### config.mk
export PLATFORM = sky130hd
export DESIGN_NAME = stopwatch_core
export DESIGN_NICKNAME = d
export VERILOG_FILES = /design/src/rtl/stopwatch_pkg.sv /design/src/rtl/bcd_mod60_inc.sv /design/src/rtl/stopwatch_core.sv
export SDC_FILE = /design/constraint.sdc
export NUM_CORES = 1
export LEC_CHECK = 0
export BUFFER_PORTS_ARGS = -buffer_cell sky130_fd_sc_hd__clkbuf_2
export CAP_MARGIN = 10
export CORE_ASPECT_RATIO = 1.2
export CORE_MARGIN = 1.5
export CORE_UTILIZATION = 49
export DETAILED_ROUTE_END_ITERATION = 10
export GPL_ROUTABILITY_DRIVEN = 0
export PLACE_DENSITY = 0.79
export SYNTH_ARGS = -nofsm -noshare
export SYNTH_HDL_FRONTEND = slang
export SYNTH_SLANG_ARGS = --single-unit
### constraint.sdc
create_clock -name clk -period 1.7 [get_ports clk]
set_input_delay 0 -clock clk [delete_from_list [all_inputs] [get_ports clk]]
set_output_delay 0 -clock clk [all_outputs]
set_load 0.01 [all_outputs]
### src/rtl/stopwatch_pkg.sv
// Shared types and constants for the minutes:seconds stopwatch.
// Used by stopwatch_core and bcd_mod60_inc.
package stopwatch_pkg;

    typedef struct packed {
        logic [3:0] tens;
        logic [3:0] ones;
    } bcd_pair_t;

    localparam int unsigned SEC_MAX = 59;
    localparam int unsigned MIN_MAX = 59;

    localparam bcd_pair_t BCD_ZERO = '{tens: 4'd0, ones: 4'd0};

    function automatic bcd_pair_t to_bcd(input int unsigned value);
        bcd_pair_t pair;
        pair.tens = 4'(value / 10);
        pair.ones = 4'(value % 10);
        return pair;
    endfunction

endpackage

### src/rtl/bcd_mod60_inc.sv
// Combinational BCD pair incrementer that wraps at MAX_VAL (59 by default).
// carry is 1 only when an enabled increment wraps MAX_VAL back to 00.
module bcd_mod60_inc
    import stopwatch_pkg::*;
#(
    parameter int unsigned MAX_VAL = SEC_MAX
) (
    input  bcd_pair_t cur,
    input  logic      en,
    output bcd_pair_t nxt,
    output logic      carry
);

    localparam bcd_pair_t MAX_PAIR = to_bcd(MAX_VAL);

    always_comb begin
        // NOTE: every output gets a default first so no path leaves it unassigned (no latch).
        nxt   = cur;
        carry = 1'b0;
        if (en) begin
            if (cur == MAX_PAIR) begin
                nxt   = BCD_ZERO;
                carry = 1'b1;
            end else if (cur.ones == 4'd9) begin
                nxt.ones = 4'd0;
                nxt.tens = cur.tens + 4'd1;
            end else begin
                nxt.ones = cur.ones + 4'd1;
            end
        end
    end

endmodule

### src/rtl/stopwatch_core.sv
// Minutes:seconds stopwatch: edge-detects divider levels, counts 00:00..59:59, pause and adjust.
// Define STOPWATCH_LAP_EN to add the lap input that freezes the displayed digits.
module stopwatch_core
    import stopwatch_pkg::*;
(
    input  logic       clk,
    input  logic       rst,
    input  logic       counter_clk,
    input  logic       adj_clk,
    input  logic       pause,
    input  logic       adj,
    input  logic       sel,
`ifdef STOPWATCH_LAP_EN
    input  logic       lap,
`endif
    output logic [3:0] min_tens,
    output logic [3:0] min_ones,
    output logic [3:0] sec_tens,
    output logic [3:0] sec_ones,
    output logic       running
);

    logic      counter_prev_q, counter_prev_d;
    logic      adj_prev_q, adj_prev_d;
    logic      pause_prev_q, pause_prev_d;
    logic      paused_q, paused_d;
    logic      running_q, running_d;
    bcd_pair_t sec_q, sec_d;
    bcd_pair_t min_q, min_d;
    bcd_pair_t disp_sec_q, disp_sec_d;
    bcd_pair_t disp_min_q, disp_min_d;

    logic      count_tick, adj_tick, pause_tick;
    logic      sec_en, min_en, sec_carry, min_carry;
    bcd_pair_t sec_next, min_next;

    assign count_tick = counter_clk & ~counter_prev_q;
    assign adj_tick   = adj_clk & ~adj_prev_q;
    assign pause_tick = pause & ~pause_prev_q;

    // Adjust bumps one field with no carry; counting carries seconds into minutes.
    assign sec_en = adj ? (adj_tick & sel)  : (count_tick & ~paused_q);
    assign min_en = adj ? (adj_tick & ~sel) : sec_carry;

    bcd_mod60_inc #(.MAX_VAL(SEC_MAX)) u_sec_inc (
        .cur   (sec_q),
        .en    (sec_en),
        .nxt   (sec_next),
        .carry (sec_carry)
    );

    bcd_mod60_inc #(.MAX_VAL(MIN_MAX)) u_min_inc (
        .cur   (min_q),
        .en    (min_en),
        .nxt   (min_next),
        .carry (min_carry)
    );

`ifdef STOPWATCH_LAP_EN
    logic lap_prev_q, lap_prev_d;
    logic lap_hold_q, lap_hold_d;
    logic lap_tick;

    assign lap_tick = lap & ~lap_prev_q;
`endif

    always_comb begin
        counter_prev_d = counter_clk;
        adj_prev_d     = adj_clk;
        pause_prev_d   = pause;
        sec_d          = sec_next;
        min_d          = min_next;
        paused_d       = paused_q ^ pause_tick;
        running_d      = ~paused_q;
        disp_sec_d     = sec_q;
        disp_min_d     = min_q;
`ifdef STOPWATCH_LAP_EN
        lap_prev_d = lap;
        lap_hold_d = lap_hold_q ^ lap_tick;
        // The display keeps its captured value while lap_hold is set.
        if (lap_hold_q) begin
            disp_sec_d = disp_sec_q;
            disp_min_d = disp_min_q;
        end
`endif
    end

    always_ff @(posedge clk or negedge rst) begin
        if (!rst) begin
            // Divider levels come up high, so these histories start at 1 to block a false tick.
            counter_prev_q <= 1'b1;
            adj_prev_q     <= 1'b1;
            pause_prev_q   <= 1'b0;
            paused_q       <= 1'b0;
            running_q      <= 1'b1;
            sec_q          <= BCD_ZERO;
            min_q          <= BCD_ZERO;
            disp_sec_q     <= BCD_ZERO;
            disp_min_q     <= BCD_ZERO;
        end else begin
            // NOTE: non-blocking assignments so every flop samples pre-edge values.
            counter_prev_q <= counter_prev_d;
            adj_prev_q     <= adj_prev_d;
            pause_prev_q   <= pause_prev_d;
            paused_q       <= paused_d;
            running_q      <= running_d;
            sec_q          <= sec_d;
            min_q          <= min_d;
            disp_sec_q     <= disp_sec_d;
            disp_min_q     <= disp_min_d;
        end
    end

`ifdef STOPWATCH_LAP_EN
    always_ff @(posedge clk or negedge rst) begin
        if (!rst) begin
            lap_prev_q <= 1'b0;
            lap_hold_q <= 1'b0;
        end else begin
            lap_prev_q <= lap_prev_d;
            lap_hold_q <= lap_hold_d;
        end
    end
`endif

    assign min_tens = disp_min_q.tens;
    assign min_ones = disp_min_q.ones;
    assign sec_tens = disp_sec_q.tens;
    assign sec_ones = disp_sec_q.ones;
    assign running  = running_q;

endmodule

==> flow_summary.ini, run 1 <==
[setup_path]
required_ns = 2.00
worst_setup_path_end_kind = register
crit_chain = inv_1 -> ha_1 -> and3b_2 -> a31oi_4 -> buf_6 -> or4b_4 -> nand3_2
cp_slowest_cell = or4b_4
reg2reg_from = disp_sec_d[5]$_DFFE_PN0P_
cp-startpoint = disp_sec_d[5]$_DFFE_PN0P_
cp-start-kind = register
cp_slowest_stage_delay_ns = 0.48
critPathMaxFanout = 6
crit_arrival_ns = 2.01
path_class = reg2reg

[floorplan]
rows = 21
io_pins = 24
fp.dieW_um = 53.4
initial_core_util_pct = 52.6
die_area_um2 = 3390
die_h_um = 63.4
coreArea_um2 = 2840

[layout]
syn2layout_area_growth_pct = 28.5
fin_area_um2 = 1920
drive_above_1_share_pct = 41.0
antenna_cells = 0
fillers = 204
fin_nets = 180

[hold_path]
hp-class = in2async

[clocking]
clockBufferDepth = 2
clk_pin_slew_worst_paths_ns = 0.11
cts.sinks = 37
clock_latency_ns = 0.36
clockRootBuffer = clkbuf_4
cts_tree = done
cts_made_buffers = 5
cts.htree.levels = 2

[power]
power_per_cell_area_nw_per_um2 = 1520
p_total_w = 0.00291
leakagePower_nw = 0.936
vdd_drop_max_v = 0.000843

[placement]
hpwlAfterDp_um = 2070
post_dp_cell_area_um2 = 1730
portBuffers = 23
place_ws_ns = -0.101

[logic_synthesis]
synth-edff-count = 0
yosysWarnings = 0
syn_inst = 117
yosysUniqueCellTypes = 30
async_flop_share_pct = 100
synth_ff_type = dfrtp_1
syn_avg_cell_area_um2 = 12.7
syn_area_um2 = 1490
yosysSeqAreaShare_pct = 62.3
synth.net_count = 132
ys_ff_latch = 37

[timing]
setup_tns_ns = -0.0162
finalSetupViolCount = 1
fmaxAchievable_mhz = 583
finalHoldViolations = 0
setup_ws_ns = -0.0162
fin_skew_ns = 0.0118
layout_min_cycle_time_ns = 1.72
fin_crit_sh_pct = 101
worst_pin_slew_ns = 0.521
maxSlewViolCount = 0
relSlewSlack_pct = 64.8
rsz0062_at_grt = true

[drt]
via_count = 1059
wl_met3_um = 153
avgRoutedWirePerCell_um = 14.9
wl_met1_um = 1150
dr.max_layer_used = met4
drc = 0
drtPass1Iterations = 4
wl_met2_um = 1550
initialDrtViolationCount = 21
postRouteAntennaNets = 0
drt-total-wl_um = 2970
via_per_inst = 5.30

[global_routing]
grt_max_degree = 17
antenna_found_initial = 0
grt_usage_pct = 20.9
grt_pass1_wl_um = 4910
grt-ovfl-total = 0
grt_pass1_vias = 1161

[run]
cap_violations = 0

[run_status]
violations = setup timing
status = finished with violations
layout by cell type (no fill, tap or decap), types with 2 or more instances in the layout:
cell,count
and3b_2,3
nand4_1,2
nand2_1,6
nand2b_1,2
mux2_2,7
xnor2_1,2
dfrtp_1,33
buf_4,14
clkbuf_1,2
o21ai_0,10
dfstp_2,3
dlygate4sd3_1,4
inv_1,6
ha_1,6
clkbuf_4,5
nor2b_1,5
clkbuf_2,23
nor2_1,9
ha_4,2
metal layers:
layer	track usage, %	up-vias
met5	0	-
met4	16.7	0
met3	5.45	9
met2	33.8	34
met1	22.0	517
li1	-	499
Yosys cell counts, drive strengths merged, types with 2 or more instances:
library cell	count	area, um2
dfrtp	34	851
o21ai	10	50.1
nor2	9	33.8
ha	8	100
inv	7	26.3
mux2	7	78.8
nand2	6	22.5
nor2b	5	31.3
and3b	3	26.3
dfstp	3	78.8
nand2b	2	12.5
nand3	2	10.0
nand4	2	12.5
o21a	2	15.0
xnor2	2	17.5
report_power, final:
| part | leakage (nW) | total [W] | internal [W] | switching, W |
|---|---|---|---|---|
| Sequential | 0.452 | 0.00140 | 0.00119 | 0.000213 |
| Clock | 0.0293 | 0.000455 | 0.000161 | 0.000294 |
| Combinational | 0.456 | 0.00106 | 0.000532 | 0.000524 |
through the flow:
step	instances	utilization (%)	hold WS [ns]
floorplan	117	-	-0.296
global placement	184	60.9	-0.0943
detailed placement	184	60.9	-0.0894
CTS	198	65.3	0.0628
global route	200	67.5	0.0865
finish	200	67.5	0.0625
state kept, by name, indices dropped and copies added, names as in the netlist:
name	cells
running	1
sec_ones	4
min_tens	4
disp_sec_d	8
disp_min_d	8
pause_prev_q	1
min_ones	4
sec_tens	4
paused_q	1
counter_prev_q	1
adj_prev_q	1
layout make-up:
| class | instances | area (um2) | area share [%] |
|---|---|---|---|
| tap | 34 | 42.5 | 2.22 |
| clock inverter | 1 | 5.00 | 0.261 |
| clock buffer | 7 | 45.0 | 2.35 |
| inverter | 7 | 26.3 | 1.37 |
| multi-input combinational | 72 | 596 | 31.1 |
| timing repair buffer | 42 | 272 | 14.2 |
| sequential | 37 | 931 | 48.6 |
repair_timing:
item / in CTS / in global routing
hold endpoints to repair: 41 / 0
gates resized for setup: 5 / 11
setup endpoints to repair: 5 / 5
pin swaps: 5 / 3
hold buffers: 4 / 0
buffers inserted: 2 / 2
worst max-delay path, delay by kind of cell (launching register included):
family	cells	cell delay, ns
compound gates	1	0.09
fa+ha+maj	1	0.16
buf+inv	2	0.22
flops	1	0.40
simple gates	3	0.78
logic make-up (layout without fill, tap and decap cells):
kind of cell | Yosys count | count (layout) | synth area share [%]
flip-flops | 37 | 37 | 62.3
AND/OR/NAND/NOR | 37 | 37 | 15.3
AO/OA/AOI/OAI | 18 | 18 | 7.13
adder cells (fa/ha/maj) | 8 | 8 | 6.71
buffers and inverters | 8 | 57 | 2.10
multiplexers | 7 | 7 | 5.29
XOR/XNOR | 2 | 2 | 1.17
path summary, 6_finish.rpt:
check	end	slack [ns]	cells after the start
worst max-delay path	disp_min_d[3]$_DFFE_PN0P_	-0.02	7
worst min-delay path	min_ones[1]$_DFF_PN0_	0.06	2
max in group asynchronous	disp_sec_d[1]$_DFFE_PN0P_	1.09	3
min in group clk	disp_sec_d[2]$_DFFE_PN0P_	0.21	4
worst max register to register	disp_min_d[3]$_DFFE_PN0P_	-0.02	7
worst min register to register	sec_ones[3]$_DFF_PN0_	0.40	0
Power figures use the tool's default switching activity.
==> inputs of run 2 (changes only) <==
Settings changed: CORE_UTILIZATION 49 to 58, PLACE_DENSITY 0.79 to 0.88, RECOVER_POWER set to 50.
Clock period 1.7 ns to 2 ns, I/O delays scaled along.
==> run 2 against run 1 <==
Clock skew is 0.0058 ns lower. Clock power shrank 4%. Sequential power is 14% lower. Routed wire length is 20% lower. Flip-flop and latch count unchanged. Critical path depth is the same. Cell count fell by 7.5%. The flow now finishes without violations. Global-route usage is 1.5 points lower. Clock-buffer cell count unchanged.
==> flow_summary.ini, run 2 (synthesized netlist as in run 1, its figures left out) <==
[timing]
maxSlewViolCount = 0
fin_crit_sh_pct = 92.3
fmaxAchievable_mhz = 542
relSlewSlack_pct = 43.9
setup_tns_ns = 0
worst_pin_slew_ns = 0.841
fin_skew_ns = 0.00602
layout_min_cycle_time_ns = 1.85
finalHoldViolations = 0
rsz0062_at_grt = false
finalSetupViolCount = 0

[run]
cap_violations = 0

[drt]
via_per_inst = 5.32
drtPass1Iterations = 4
drt-total-wl_um = 2390
avgRoutedWirePerCell_um = 12.9
postRouteAntennaNets = 0
via_count = 984
initialDrtViolationCount = 9
drc = 0

[setup_path]
worst_setup_path_end_kind = register
worstRegToRegCells = 7
crit_arrival_ns = 2.12
cp-startpoint = disp_sec_d[1]$_DFFE_PN0P_
reg2reg_from = disp_sec_d[1]$_DFFE_PN0P_
critPathMaxFanout = 10
path_class = reg2reg
required_ns = 2.27
cp-endpoint = disp_min_d[3]$_DFFE_PN0P_
cp-start-kind = register
worstReg2RegEnd = disp_min_d[3]$_DFFE_PN0P_
regToRegSetupSlack_ns = 0.15

[floorplan]
die_area_um2 = 2890
initial_core_util_pct = 63.4
fp.dieW_um = 49.3
coreArea_um2 = 2350
io_pins = 24
die_h_um = 58.6
rows = 19

[power]
power_per_cell_area_nw_per_um2 = 1310
vdd_drop_max_v = 0.00102
leakagePower_nw = 0.824
pwr-share-seq_pct = 52.3
p_total_w = 0.00230
p_int_w = 0.00152
power_frac_clock_pct = 19.0
p_sw_w = 0.000780
p_comb_share_pct = 28.7
switching_share_pct = 34.0

[layout]
fin_nets = 168
antenna_cells = 0
layout.cells.non_filler = 185
drive_above_1_share_pct = 18.2
final_util_pct = 74.4
final_common_cell = dfrtp_1
syn2layout_area_growth_pct = 17.4
layout_common_cells = 34 x dfrtp_1, 18 x clkbuf_1, 10 x o21ai_0, 9 x nor2_1, 8 x ha_1

[clocking]
cts_tree = done
clock_latency_ns = 0.34
cts_made_buffers = 5
cts.htree.levels = 2
cts.sinks = 37
clk_pin_slew_worst_paths_ns = 0.10
clockBufferDepth = 2
clockRootBuffer = clkbuf_4

[placement]
dp.cells = 171
hpwlAfterDp_um = 1690
portBuffers = 23

[global_routing]
antenna_found_initial = 0
grt-ovfl-total = 0
grt_pass1_wl_um = 4080
grt_max_degree = 38
grt_usage_pct = 19.4
grt_pass1_vias = 967

[hold_path]
hp-class = in2reg

[run_status]
status = finished, final reports clean
==> run 2: changes by cell type in the layout (fill, tap and decap cells not counted), moves of 3 or more <==
cell | before | now
buf_4 | 14 | 2
clkbuf_1 | 2 | 18
and3b_1 | 0 | 3
clkbuf_2 | 23 | 5
and3b_2 | 3 | 0
==> run 2: critical path, stage by stage, from the launching register on <==
cell	delay [ns]
dfrtp_1	0.42
inv_1	0.08
ha_1	0.16
and3b_1	0.24
a31oi_1	0.12
buf_4	0.19
or4b_1	0.49
nand3_1	0.10
==> run 2: final cells by class <==
| cell class | instances | area (um2) |
|---|---|---|
| Clock buffer | 7 | 65.1 |
| Timing Repair Buffer | 30 | 155 |
| Clock inverter | 1 | 5.00 |
| Inverter | 7 | 26.3 |
| Tap cell | 31 | 38.8 |
| Fill cell | 160 | 603 |
| Sequential cell | 37 | 930 |
| Multi-Input combinational cell | 72 | 531 |
==> run 2: worst min path at each step <==
stage                startpoint                         to  slack, ns  cells past startpoint
finish                      adj  disp_sec_d[3]$_DFFE_PN0P_       0.26                      5
global route                adj  disp_sec_d[3]$_DFFE_PN0P_       0.28                      5
CTS                         adj  disp_sec_d[3]$_DFFE_PN0P_       0.24                      5
detailed placement      adj_clk       adj_prev_q$_DFF_PN1_       0.11                      1
global placement    counter_clk   counter_prev_q$_DFF_PN1_       0.11                      1
floorplan                   rst  disp_min_d[0]$_DFFE_PN0P_      -0.30                      0
==> run 2: timing repair <==
action / CTS / global route
setup endpoints to repair: 0 / 1
resized for setup: 0 / 0
setup buffers: 0 / 2
endpoints found under the hold margin: 37 / 0
hold buffers: 4 / 0
==> run 2: metrics by stage <==
step	cell area (um2)	worst slack (ns)	hold slack, ns
2_1_floorplan	1490	0.298	-0.296
3_5_place_dp	1650	0.144	0.114
6_report	1750	0.153	0.257
3_3_place_gp	1650	0.240	0.109
5_1_grt	1750	0.0115	0.276
4_1_cts	1760	0.120	0.242
==> run 2: metal layers <==
layer / share of wire [%] / vias to the layer above / track usage (%)
met3: 4.7 / 4 / 6.85
met2: 52 / 27 / 33.6
li1: - / 473 / -
met1: 42 / 480 / 22.1
met5: 0 / - / 0
met4: 1.3 / 0 / 7.35
==> run 2: power by group through the flow <==
stage | clock network, W | logic (W) | registers (W)
floorplan | 0 | 0.000353 | 0.00125
global route | 0.000475 | 0.000753 | 0.00124
CTS | 0.000449 | 0.000669 | 0.00121
detailed placement | 0 | 0.000658 | 0.00122
finish | 0.000436 | 0.000660 | 0.00120
global placement | 0 | 0.000619 | 0.00120
